$ cat config.mk
export PLATFORM = sky130hd
export DESIGN_NAME = layer4_conv_scheduler
export DESIGN_NICKNAME = d
export VERILOG_FILES = /design/src/rtl/layer4_conv_scheduler.sv
export SDC_FILE = /design/constraint.sdc
export NUM_CORES = 1
export LEC_CHECK = 0
export CORE_AREA = 10 10 56 80
export DETAILED_ROUTE_END_ITERATION = 6
export DIE_AREA = 0 0 66 90
export GPL_TIMING_DRIVEN = 0
export PLACE_DENSITY = 0.77
export SYNTH_ARGS = -nofsm -noshare
export SYNTH_HDL_FRONTEND = slang
export SYNTH_SLANG_ARGS = --single-unit
export TNS_END_PERCENT = 10
$ cat constraint.sdc
create_clock -name i_clk -period 2.4 [get_ports i_clk]
set_clock_uncertainty 0.05 [all_clocks]
set_input_delay 0.6 -clock i_clk [delete_from_list [all_inputs] [get_ports i_clk]]
set_output_delay 0.6 -clock i_clk [all_outputs]
set_load 0.05 [all_outputs]
$ cat src/rtl/layer4_conv_scheduler.sv
// Layer-4 conv sequencer: per channel, one bias-load cycle, then one pixel issued per cycle.
// Issue is combinational from the registered state; out_ready=0 stalls the pixel walk.
module layer4_conv_scheduler #(
    parameter int IMG_W      = 112,
    parameter int IMG_H      = 112,
    parameter int OUT_CH     = 128,
    parameter int PIPE_DEPTH = 6,
    localparam int CH_W = (OUT_CH > 1) ? $clog2(OUT_CH) : 1,
    localparam int X_W  = (IMG_W  > 1) ? $clog2(IMG_W)  : 1,
    localparam int Y_W  = (IMG_H  > 1) ? $clog2(IMG_H)  : 1,
    localparam int IF_W = $clog2(PIPE_DEPTH + 1)
) (
    input  logic            i_clk,
    input  logic            i_rst,
    input  logic            i_start,
    input  logic            i_out_ready,
    input  logic            i_valid_ret,
    output logic            o_valid_in_bias,
    output logic            o_bias_load,
    output logic [CH_W-1:0] o_ch_idx,
    output logic [X_W-1:0]  o_pix_x,
    output logic [Y_W-1:0]  o_pix_y,
    output logic [IF_W-1:0] o_inflight,
    output logic            o_busy,
    output logic            o_done,
    output logic            o_err
);

    typedef enum logic [2:0] {
        S_IDLE, S_LOAD_BIAS, S_RUN, S_DRAIN, S_DONE
    } state_t;

    state_t          r_state;
    state_t          w_state_nxt;
    logic [CH_W-1:0] r_ch_idx;
    logic [X_W-1:0]  r_pix_x;
    logic [Y_W-1:0]  r_pix_y;
    logic [IF_W-1:0] r_inflight;
    logic            r_err;

    logic w_issue;
    logic w_last_x;
    logic w_last_y;
    logic w_last_ch;

    assign w_issue   = (r_state == S_RUN) & i_out_ready;
    assign w_last_x  = (r_pix_x  == X_W'(IMG_W - 1));
    assign w_last_y  = (r_pix_y  == Y_W'(IMG_H - 1));
    assign w_last_ch = (r_ch_idx == CH_W'(OUT_CH - 1));

    always_ff @(posedge i_clk) begin
        if (i_rst) r_state <= S_IDLE;
        else       r_state <= w_state_nxt;
    end

    always_comb begin
        w_state_nxt = r_state;
        case (r_state)
            S_IDLE:      if (i_start) w_state_nxt = S_LOAD_BIAS;
            S_LOAD_BIAS: w_state_nxt = S_RUN;
            S_RUN:       if (w_issue && w_last_x && w_last_y)
                             w_state_nxt = w_last_ch ? S_DRAIN : S_LOAD_BIAS;
            S_DRAIN:     if (r_inflight == '0) w_state_nxt = S_DONE;
            S_DONE:      w_state_nxt = S_IDLE;
            default:     w_state_nxt = S_IDLE;
        endcase
    end

    // Pixel/channel walk; the final channel index is held so it stays visible through drain.
    always_ff @(posedge i_clk) begin
        if (i_rst) begin
            r_ch_idx <= '0;
            r_pix_x  <= '0;
            r_pix_y  <= '0;
        end else if (r_state == S_IDLE && i_start) begin
            r_ch_idx <= '0;
            r_pix_x  <= '0;
            r_pix_y  <= '0;
        end else if (w_issue) begin
            if (w_last_x) begin
                r_pix_x <= '0;
                if (w_last_y) begin
                    r_pix_y <= '0;
                    if (!w_last_ch) r_ch_idx <= r_ch_idx + CH_W'(1);
                end else begin
                    r_pix_y <= r_pix_y + Y_W'(1);
                end
            end else begin
                r_pix_x <= r_pix_x + X_W'(1);
            end
        end
    end

    always_ff @(posedge i_clk) begin
        if (i_rst) begin
            r_inflight <= '0;
            r_err      <= 1'b0;
        end else begin
            if (i_valid_ret && r_inflight == '0) r_err <= 1'b1;
            case ({w_issue, i_valid_ret})
                2'b10:   r_inflight <= r_inflight + IF_W'(1);
                2'b01:   if (r_inflight != '0) r_inflight <= r_inflight - IF_W'(1);
                default: r_inflight <= r_inflight;
            endcase
        end
    end

    assign o_valid_in_bias = w_issue;
    assign o_bias_load     = (r_state == S_LOAD_BIAS);
    assign o_done          = (r_state == S_DONE);
    assign o_busy          = (r_state != S_IDLE);
    assign o_ch_idx        = r_ch_idx;
    assign o_pix_x         = r_pix_x;
    assign o_pix_y         = r_pix_y;
    assign o_inflight      = r_inflight;
    assign o_err           = r_err;

endmodule

### Word-level counts from Yosys, hierarchy flattened

Cells that the tools add are included.

| word-level totals | value |
|---|---|
| register bits | 28 |

| cells by class | value |
|---|---|
| add/sub/neg operators | 5 |
| equality and inequality tests | 13 |
| multiplexer cells | 9 |
| bitwise logic cells | 2 |
| reductions and logical operators | 14 |

Operator list:

| kind | count |
|---|---|
| adder 7 x 1 -> 7 bit, second input constant | 3 |
| == test 7 bit, second input constant | 3 |
| two-way mux 7 bit | 2 |
| two-way mux 3 bit | 4 |
| case mux 3 bit (4 select lines) | 1 |
| == test 3 x 2 -> 1 bit, second input constant | 2 |
| logical NOT 3 bit | 2 |
| != test 2 bit, second input constant | 3 |
| case mux 3 bit (2 select lines) | 1 |
| nonzero test 3 bit | 2 |
| logical AND 1 bit | 4 |
| AND reduction 2 bit | 2 |
| AND reduction 4 bit | 1 |
| adder 3 x 1 -> 3 bit, second input constant | 1 |
| == test 3 x 1 -> 1 bit, second input constant | 1 |
| == test 3 bit, second input constant | 1 |
| AND reduction 3 bit | 1 |
| subtractor 3 x 1 -> 3 bit, second input constant | 1 |
| == test 2 x 1 -> 1 bit, second input constant | 1 |
| == test 2 bit, second input constant | 1 |
| two-way mux 2 bit | 1 |
| != test 2 x 1 -> 1 bit, second input constant | 1 |
| nonzero test 2 bit | 1 |
| OR reduction 2 bit | 1 |
| 2 further kinds | 2 |

### Depth between registers and ports, before layout

| depth | value |
|---|---|
| word-level depth | 6 |
| depth in mapped cells | 10 |

### Worst setup path before layout

Ideal clock, no wire load.

| timing path | value |
|---|---|
| path kind | register -> register |
| start | register r_pix_x[0], in the netlist o_pix_x[0] |
| end | register r_ch_idx[4], in the netlist o_ch_idx[4] |
| setup time | 0.071 ns |
| data arrival time | 2.292 ns |
| required time | 2.279 ns |
| path slack | -0.013 ns |
| cell stages (with the launch flop) | 7 |
| path buffers | 1 |
| clock period less this slack | 2.413 ns |
| cells stage by stage | dfxtp_1 -> ha_1 -> clkbuf_1 -> nand4b_1 -> or4_4 -> or4_1 -> a21oi_1 |

| between the ends | value |
|---|---|
| cells in the longest elaborated chain, start to end | 2 |

RTL lines:

| element | line | RTL |
|---|---|---|
| from (decl) | 36 | `logic [X_W-1:0] r_pix_x;` |
| from (signal assigned) | 89 | `r_pix_x <= r_pix_x + X_W'(1);` |
| == test 7 bit | 47 | `assign w_last_x = (r_pix_x == X_W'(IMG_W - 1));` |
| AND reduction 4 bit (no source line) | n/a |  |
| to (signal assigned) | 84 | `if (!w_last_ch) r_ch_idx <= r_ch_idx + CH_W'(1);` |
| to (decl) | 35 | `logic [CH_W-1:0] r_ch_idx;` |

No other way between the ends.
A chain may end at the register's enable or synchronous reset.

### Worst setup path after layout

| timing path | value |
|---|---|
| start | input i_out_ready |
| end | output o_valid_in_bias |

| between the ends | value |
|---|---|
| cells in the longest elaborated chain, start to end | 1 |

RTL lines:

| element | line | RTL |
|---|---|---|
| from (decl) | 16 | `input logic i_out_ready,` |
| bitwise AND 1 bit | 46 | `assign w_issue = (r_state == S_RUN) & i_out_ready;` |
| to (decl) | 18 | `output logic o_valid_in_bias,` |

No other way between the ends.

==> reports/metrics.json <==
{
  "layout": {
    "final_nets": 211,
    "layout_common_cells": "sky130_fd_sc_hd__clkdlybuf4s50_1 (29), sky130_fd_sc_hd__dfxtp_1 (26), sky130_fd_sc_hd__nor2_1 (18), sky130_fd_sc_hd__nand2_1 (14), sky130_fd_sc_hd__a21oi_1 (12)",
    "mostFrequentLayoutCell": "sky130_fd_sc_hd__clkdlybuf4s50_1",
    "post_route_cells_drive_above_1_share": 0.0850,
    "design_area_mm2": 0.00185,
    "syn2layout_area_growth_pct": 31.4,
    "core_util_final": 0.598,
    "final-instance-count-excl-fill": 240,
    "antenna_cells": 0
  },
  "placement": {
    "place_area_mm2": 0.00179,
    "globalplace.congestion": 0.780,
    "dp.final_hpwl_um": 2730,
    "placed_cells": 237,
    "numPortBuffers": 33
  },
  "synthesis": {
    "ys_async_sr_fraction": 0,
    "dominantRegCellSynth": "sky130_fd_sc_hd__dfxtp_1",
    "synth.ff_latch_count": 28,
    "synthesis.nets": 173,
    "yosysUniqueCellTypes": 42,
    "yosysSeqAreaShare": 0.398,
    "synth.avg_cell_area_um2": 8.59,
    "synth_edf_count": 0,
    "yosys_synthesis_warning_count": 0,
    "post_synth_instance_area_mm2": 0.00141,
    "postSynthCellCount": 164
  },
  "route": {
    "detail_route.wirelength.met1_um": 1350,
    "drtAntennaViolNets": 0,
    "top_layer_used": "met4",
    "routed_via_density": 5.58,
    "detailedRoute.firstIterationViolations": 31,
    "total_via_count_in_the_routed_design": 1338,
    "detail_route_met2_wl_um": 1890,
    "avgRoutedWirePerCell_um": 14.6,
    "drc_errors": 0,
    "drt-pass1-iter-count": 4,
    "wl_met3_um": 214,
    "postRouteWirelength_um": 3510
  },
  "critical_path": {
    "crit-reg2reg-capture": "o_ch_idx[3]",
    "start_kind": "input port",
    "path_class": "input port to primary output",
    "critPathMaxFanout": 10,
    "timing.critical_path.to_type": "primary output",
    "rrSetupSlack_ps": 100,
    "r2r_depth": 6,
    "crit_required_ps": 1750,
    "regToRegStartpoint": "o_pix_x[0]",
    "cp_data_arrival_time_ps": 1680
  },
  "power": {
    "power_density_cells_mw_per_mm2": 520,
    "irDropWorstVdd_mv": 0.344,
    "power.leakage_nw": 0.676,
    "design_power_total_w": 0.000964
  },
  "floorplanning": {
    "fp.dieW_um": 66,
    "die_area_mm2": 0.00594,
    "core-area_mm2": 0.00310,
    "initial_core_util": 0.455,
    "placementRows": 25,
    "die_height_um": 90,
    "ioPinCount": 34
  },
  "global_routing": {
    "grtUsageTotal": 0.126,
    "grt_antenna_before_repair": 0,
    "grt_start_max_net_pins": 15,
    "gr-total-overflow": 0,
    "wire_length_of_the_first_global_routing_pass_um": 6270,
    "vias_in_the_first_global_route": 1407
  },
  "clock_tree": {
    "clock_sink_count": 28,
    "tritoncts": "yes",
    "clk_latency_ps": 270,
    "cts-root-buf": "sky130_fd_sc_hd__clkbuf_8",
    "postCtsHoldBufs": 0,
    "numCtsBuffers": 3,
    "htree_num_levels": 1,
    "cts-root-to-sink-buffers": 2,
    "cts_post_setup_buffers_inserted": 0,
    "clk_pin_slew_worst_paths_ps": 90
  },
  "hold_path": {
    "min-delay-start": "o_err",
    "min_path_cells": 2,
    "min_to": "o_err",
    "timing.hold.worst.class": "flop to flop"
  },
  "timing": {
    "final_min_period_over_clock_period": 0.973,
    "worst_slew_pin_slew_ps": 513,
    "final_period_demand_of_the_worst_path_ps": 2330,
    "report.final.hold_viol_count": 0,
    "unrepaired_setup_endpoints_after_global_routing": "yes",
    "slew_violations": 0,
    "slew_headroom": 0.657,
    "finalHoldWorstSlack_ps": 443,
    "fmax_mhz": 428,
    "setup-violations-final": 0
  },
  "flow_run": {
    "maxCapViolCount": 0
  },
  "run_status": {
    "outcome": "finished clean"
  }
}
-- layout make-up --
cell class / instances / area (um2)
fill: 278 / 1240
multi-input combinational: 124 / 786
sequential: 28 / 563
timing repair buffer: 33 / 332
buffer: 9 / 68.8
tap: 40 / 50.0
clock buffer: 3 / 41.3
inverter: 3 / 11.3
-- through the flow --
| stage | setup slack (ps) | setup TNS, ps |
|---|---|---|
| 3_5_place_dp | -899 | -2870 |
| 4_1_cts | 1.44 | 0 |
| 6_report | 65.1 | 0 |
| 2_1_floorplan | 34.4 | 0 |
| 3_3_place_gp | -916 | -2720 |
| 5_1_grt | -35.9 | -80.5 |
-- cells in the mapped netlist (2+ instances only) --
master                     count  area, um2
sky130_fd_sc_hd__buf_6         2       22.5
sky130_fd_sc_hd__and2_1        2       12.5
sky130_fd_sc_hd__o31ai_1       5       37.5
sky130_fd_sc_hd__xor2_1        6       52.6
sky130_fd_sc_hd__mux2i_1       3       30.0
sky130_fd_sc_hd__nand3_1       4       20.0
sky130_fd_sc_hd__ha_1          4       50.1
sky130_fd_sc_hd__or4_1         4       30.0
sky130_fd_sc_hd__clkbuf_1      5       18.8
sky130_fd_sc_hd__nand3b_1      3       22.5
sky130_fd_sc_hd__xnor2_1       3       26.3
sky130_fd_sc_hd__dfxtp_1      28        561
sky130_fd_sc_hd__and4_1        2       17.5
sky130_fd_sc_hd__inv_1         3       11.3
sky130_fd_sc_hd__or3_1         5       31.3
sky130_fd_sc_hd__nor2b_1       2       12.5
sky130_fd_sc_hd__a21oi_1      12       60.1
sky130_fd_sc_hd__nand2_1      14       52.6
sky130_fd_sc_hd__nor3b_1       2       15.0
sky130_fd_sc_hd__and3_1        4       25.0
sky130_fd_sc_hd__nand4_1       6       37.5
sky130_fd_sc_hd__nand4b_1      2       17.5
sky130_fd_sc_hd__nor2_1       18       67.6
sky130_fd_sc_hd__o21ai_0       7       35.0
-- logic make-up after synthesis --
| group | count (synthesis) | share of synthesized area |
|---|---|---|
| DFF | 28 | 0.398 |
| and+or+nand+nor | 78 | 0.319 |
| adders and majority gates | 4 | 0.0355 |
| buffers and inverters | 12 | 0.0444 |
| xor gates and xnor gates | 9 | 0.0560 |
| muxes | 3 | 0.0213 |
| AOI/OAI and AO/OA | 30 | 0.126 |
-- flip-flops by register name (all words and copies together), names as in the netlist --
register    cells
o_pix_x         7
o_ch_idx        7
o_err           1
r_state         3
o_pix_y         7
o_inflight      3
-- report_power, final --
part / total, W / switching, W / leakage, nW / internal [W]
sequential: 0.000494 / 0.0000146 / 0.227 / 0.000480
combinational: 0.000220 / 0.000140 / 0.427 / 0.0000806
clock: 0.000249 / 0.000136 / 0.0216 / 0.000113
-- routing by layer --
layer / GRT usage / vias to the layer above
met3: 0.0422 / 4
met5: 0 / -
met1: 0.124 / 633
met4: 0.0579 / 0
met2: 0.226 / 32
li1: - / 669
-- how the worst max path moves through the flow --
stage                      endpoint        start
finish              o_valid_in_bias  i_out_ready
global route            o_ch_idx[5]   o_pix_x[0]
CTS                 o_valid_in_bias  i_out_ready
detailed placement  o_valid_in_bias  i_out_ready
global placement    o_valid_in_bias  i_out_ready
floorplan               o_ch_idx[4]   o_pix_y[0]
-- what timing repair did --
action,CTS,global route
pin swaps,1,0
endpoints found under the setup margin,8,6
resized for setup,14,5
gates cloned,0,0
-- worst max-delay path, stage by stage --
cell	delay, ps
sky130_fd_sc_hd__clkdlybuf4s50_1	460
sky130_fd_sc_hd__nand4bb_1	110
sky130_fd_sc_hd__buf_6	160
sky130_fd_sc_hd__inv_2	70
sky130_fd_sc_hd__buf_8	130
sky130_fd_sc_hd__buf_8	150
Note: power is estimated with default switching activity, not from simulation.
